`config.mk`:
```
export PLATFORM = sky130hd
export DESIGN_NAME = fifo_uart_tx
export DESIGN_NICKNAME = d
export VERILOG_FILES = /design/src/rtl/fifo_uart_tx.sv
export SDC_FILE = /design/constraint.sdc
export NUM_CORES = 1
export LEC_CHECK = 0
export ABC_AREA = 1
export CAP_MARGIN = 20
export CORE_UTILIZATION = 29
export CTS_BUF_LIST = sky130_fd_sc_hd__clkbuf_4 sky130_fd_sc_hd__clkbuf_8
export CTS_CLUSTER_SIZE = 8
export DETAILED_ROUTE_END_ITERATION = 8
export GPL_ROUTABILITY_DRIVEN = 0
export SLEW_MARGIN = 20
export SYNTH_ARGS = -nofsm -noshare
export SYNTH_HDL_FRONTEND = slang
export SYNTH_SLANG_ARGS = --single-unit
export TNS_END_PERCENT = 20
```
`constraint.sdc`:
```
create_clock -name CLOCK -period 1.4 [get_ports CLOCK]
set_clock_uncertainty 0.05 [all_clocks]
set_input_delay 0.21 -clock CLOCK [delete_from_list [all_inputs] [get_ports CLOCK]]
set_output_delay 0.21 -clock CLOCK [all_outputs]
set_load 0.02 [all_outputs]
```
`src/rtl/fifo_uart_tx.sv`:
```
// Drains a byte FIFO onto an 8N1 UART line, LSB first, one pop per frame.
// All outputs are registered; the next frame's pop is decided on the stop bit's last cycle.
module fifo_uart_tx #(
  parameter int CLKS_PER_BIT = 16
) (
  input  logic        CLOCK,
  input  logic        RESET_N,
  input  logic        ENABLE,
  input  logic        F_EMPTY_N,
  input  logic [7:0]  FIFO_DATA,
  output logic        READ,
  output logic        TX,
  output logic        BUSY,
  output logic [15:0] FRAMES
);

  localparam int CW = (CLKS_PER_BIT > 1) ? $clog2(CLKS_PER_BIT) : 1;
  localparam logic [CW-1:0] LAST = CW'(CLKS_PER_BIT - 1);

  typedef enum logic [2:0] {
    ST_IDLE, ST_POP, ST_LOAD, ST_START, ST_DATA, ST_STOP
  } state_t;

  state_t        state, state_d;
  logic [7:0]    shreg, shreg_d;
  logic [CW-1:0] cnt, cnt_d;
  logic [2:0]    idx, idx_d;
  logic [15:0]   frames, frames_d;
  logic          tx_d, read_d, busy_d;
  logic          bit_done;

  assign bit_done = (cnt == LAST);
  assign FRAMES   = frames;

  always_comb begin
    // NOTE: every variable gets a default first so no path leaves one unassigned (no latches).
    state_d  = state;
    shreg_d  = shreg;
    cnt_d    = cnt;
    idx_d    = idx;
    frames_d = frames;

    case (state)
      ST_IDLE: if (ENABLE && F_EMPTY_N) state_d = ST_POP;
      ST_POP:  state_d = ST_LOAD;
      ST_LOAD: begin
        shreg_d = FIFO_DATA;
        cnt_d   = '0;
        idx_d   = '0;
        state_d = ST_START;
      end
      ST_START: begin
        if (bit_done) begin
          cnt_d   = '0;
          state_d = ST_DATA;
        end else begin
          cnt_d = cnt + CW'(1);
        end
      end
      ST_DATA: begin
        if (bit_done) begin
          cnt_d   = '0;
          shreg_d = {1'b0, shreg[7:1]};
          idx_d   = idx + 3'd1;
          if (idx == 3'd7) state_d = ST_STOP;
        end else begin
          cnt_d = cnt + CW'(1);
        end
      end
      ST_STOP: begin
        if (bit_done) begin
          cnt_d    = '0;
          frames_d = frames + 16'd1;
          state_d  = (ENABLE && F_EMPTY_N) ? ST_POP : ST_IDLE;
        end else begin
          cnt_d = cnt + CW'(1);
        end
      end
      default: state_d = ST_IDLE;
    endcase

    // Outputs are decoded from the next state so they can be registered without a cycle of lag.
    read_d = (state_d == ST_POP);
    busy_d = (state_d != ST_IDLE);
    if (state_d == ST_START)     tx_d = 1'b0;
    else if (state_d == ST_DATA) tx_d = shreg_d[0];
    else                         tx_d = 1'b1;
  end

  always_ff @(posedge CLOCK or negedge RESET_N) begin
    if (!RESET_N) begin
      state  <= ST_IDLE;
      // NOTE: the shift register is a plain datapath register, so resetting it is cheap and keeps TX deterministic.
      shreg  <= '0;
      cnt    <= '0;
      idx    <= '0;
      frames <= '0;
      TX     <= 1'b1;
      READ   <= 1'b0;
      BUSY   <= 1'b0;
    end else begin
      // NOTE: non-blocking assignments so every register samples pre-edge values.
      state  <= state_d;
      shreg  <= shreg_d;
      cnt    <= cnt_d;
      idx    <= idx_d;
      frames <= frames_d;
      TX     <= tx_d;
      READ   <= read_d;
      BUSY   <= busy_d;
    end
  end

endmodule

```
==> impl_metrics.ini <==
[timing]
setup_viol = 5
worst-slew-pin-transition_ns = 0.382
finalHoldViolCount = 0
slew_viol_final = 0
worst_slack_ns = -0.0480
post-route-period-util = 1.03
rsz0062_at_grt = yes
fin_crit_ns = 1.45
timing.fmax_ghz = 0.691
relSlewSlack = 0.745
hold_ws_ns = 0.302

[die]
core-area_um2 = 6420
dieArea_um2 = 7090
num_io_pins = 31
die_h_um = 84.2
die_x_um = 84.2
initial_core_util = 0.305
std_cell_rows = 29

[cts]
cts.reportedPaths.clkPinSlew_ns = 0.08
cts_buffers = 5
clk_latency_ns = 0.30
cts_num_sinks = 37
clock-root-buffer = clkbuf_8
cts.path.max_buffers = 2
cts_tree = done
htree_levels = 2

[route]
post_drt_wl_per_cell_um = 12.1
drt_wl_total_mm = 4.62
firstDrtPassIters = 6
wl_met2_mm = 2.31
highest_layer = met4
vias_per_cell = 4.70
antenna_left = 0
drc_errors = 4
vias = 1790
drt_iter0_markers = 55
wl_met3_um = 232
met1_length_mm = 2.03

[placement]
portBuffers = 30
dp_cells = 365
dp_slack_ns = -0.0591
post-dp-hpwl_mm = 3.22

[yosys]
netlist_instances = 235
syn_area_per_cell_um2 = 8.34
synth_top_area_frac = 0.460
synth_edf_count = 0
yosysWarnings = 0
synthTopCellsByCount = nand2_1, dfrtp_1, inv_1
yosysMostFrequentCell = nand2_1
ys_types = 35
synth_top_area_cell = dfrtp_1
netlist_top_cells_area = dfrtp_1, nand2_1, inv_1, nor2_1, nand3_1
async_flop_share = 1.00
ys_seq_elements = 37
ys.flop_type = dfrtp_1
syn_area_um2 = 1960
synth_fp_nets = 251
yosysSeqAreaShare = 0.473

[setup_path]
path_depth = 7
slowest_delay_ns = 0.40
cp_max_fo = 7
startpoint_type = flip-flop
worstRegToRegCells = 7
cp_top_family = simple AND/OR/NAND/NOR gates
path_class = reg -> reg
crit_slowest_cell = dfrtp_1
critPathArrivalTime_ns = 1.59
cp.required_ns = 1.54
path_cells = ha_4 -> nand3_4 -> nor2_8 -> nand2_4 -> nor2_4 -> nand2_2 -> xnor2_2
crit_buf_inv = 0
crit_path_end_kind = flip-flop

[power_and_ir_drop]
p_seq_frac = 0.502
comb_power_share = 0.035
irDropWorstVdd_uv = 389
switching_share = 0.207
power.switching_uw = 448
p_clk_frac = 0.463
p_int_mw = 1.72
leakagePower_nw = 1.39
power.density_nw_per_um2 = 776

[grt]
grt_usage = 0.139
grt_max_degree = 18
grt_pass1_wl_mm = 7.85
grt_overflow_total = 0
grt_pass1_vias = 1774
antenna_found_initial = 0

[layout]
finalNonFillerCells = 381
syn2layout_area_growth_pct = 42.6
nFillCells = 657
multi_input_area_um2 = 1020
num_antenna_cells = 0
utilization = 0.435
nets = 319
register_area_um2 = 933
drive_gt1_frac = 0.289

[outcome]
violations = design-rule violations, negative setup slack
status = finished with violations

[job]
maxCapViolations = 0

[min_path]
hold_class = in -> async
==> cells by family after synthesis <==
family,share of synthesized area
AND/OR/NAND/NOR,0.321
flip-flops,0.473
buffers and inverters,0.0619
AO/OA/AOI/OAI,0.0658
XOR/XNOR,0.0530
adder cells (fa/ha/maj),0.0255
==> metal layers <==
metal	vias up	track usage
met1	857	0.171
met5	-	0
li1	889	-
met4	0	0.0423
met2	38	0.236
met3	6	0.0423
==> placed cells by master, fill, tap and decap left out, types with 3 or more instances in the layout <==
cell	count
buf_4	30
nand3_1	10
dfrtp_1	31
clkbuf_8	6
nor2_2	4
xnor2_1	3
buf_6	3
a22oi_1	4
o21ai_0	5
ha_1	3
nor2_4	4
nand2_2	4
nand2_1	75
xor2_1	7
nand3_2	6
inv_2	4
nand4_1	6
dfrtp_2	5
dlygate4sd2_1	17
inv_1	20
clkdlybuf4s50_1	10
nor2_1	15
==> stage by stage <==
stage	total power, mW	setup TNS, ns	area (um^2)
2_1_floorplan	1.12	-0.0357	1960
3_3_place_gp	1.18	-0.0227	2530
3_5_place_dp	1.18	-0.280	2530
4_1_cts	2.19	-0.0964	2660
5_1_grt	2.24	-1.44	2790
6_report	2.17	-0.167	2790
==> worst reg2reg max path, stage by stage, from the launching register on <==
cell     delay, ns
dfrtp_1       0.40
ha_4          0.18
nand3_4       0.13
nor2_8        0.18
nand2_4       0.08
nor2_4        0.12
nand2_2       0.08
xnor2_2       0.13
==> power groups by stage <==
stage / clock (mW) / sequential, mW / combinational (mW)
final: 1.00 / 1.09 / 0.0764
after detailed placement: 0 / 1.11 / 0.0767
after global routing: 1.07 / 1.09 / 0.0870
after floorplan: 0 / 1.11 / 0.0120
after global placement: 0 / 1.11 / 0.0755
after CTS: 1.03 / 1.09 / 0.0781
==> state kept, by name, indices dropped and copies added (netlist names) <==
name	cells
shreg	8
READ	1
TX	1
BUSY	1
FRAMES	16
idx	3
cnt	4
state	3
==> path summary, 6_finish.rpt <==
| check | start | endpoint | slack [ns] |
|---|---|---|---|
| worst min-delay path | RESET_N | FRAMES[5]$_DFFE_PN0P_ | 0.30 |
| min in group CLOCK | FIFO_DATA[7] | shreg[7]$_DFFE_PN0P_ | 0.39 |
| worst max register to register | cnt[1]$_DFFE_PN0P_ | FRAMES[6]$_DFFE_PN0P_ | -0.05 |
| worst min register to register | idx[1]$_DFFE_PN0P_ | idx[1]$_DFFE_PN0P_ | 0.43 |
| max in group asynchronous | RESET_N | shreg[3]$_DFFE_PN0P_ | 0.45 |
| worst max-delay path | cnt[1]$_DFFE_PN0P_ | FRAMES[6]$_DFFE_PN0P_ | -0.05 |
==> cell type report <==
| class | count | area share |
|---|---|---|
| Multi-Input combinational cell | 170 | 0.364 |
| Sequential cell | 37 | 0.334 |
| Timing Repair Buffer | 63 | 0.189 |
| Inverter | 26 | 0.0358 |
| Tap cell | 77 | 0.0345 |
| Clock buffer | 7 | 0.0322 |
| Clock inverter | 1 | 0.0107 |
==> what timing repair did <==
action                                  CTS  global route
endpoints found under the setup margin   37            35
hold buffers                              1             0
gates resized for setup                  25            30
gates cloned                              0             2
setup buffers                             0             5
pin swaps                                 1             3
hold endpoints to repair                 15             0
Power figures use the tool's default switching activity.
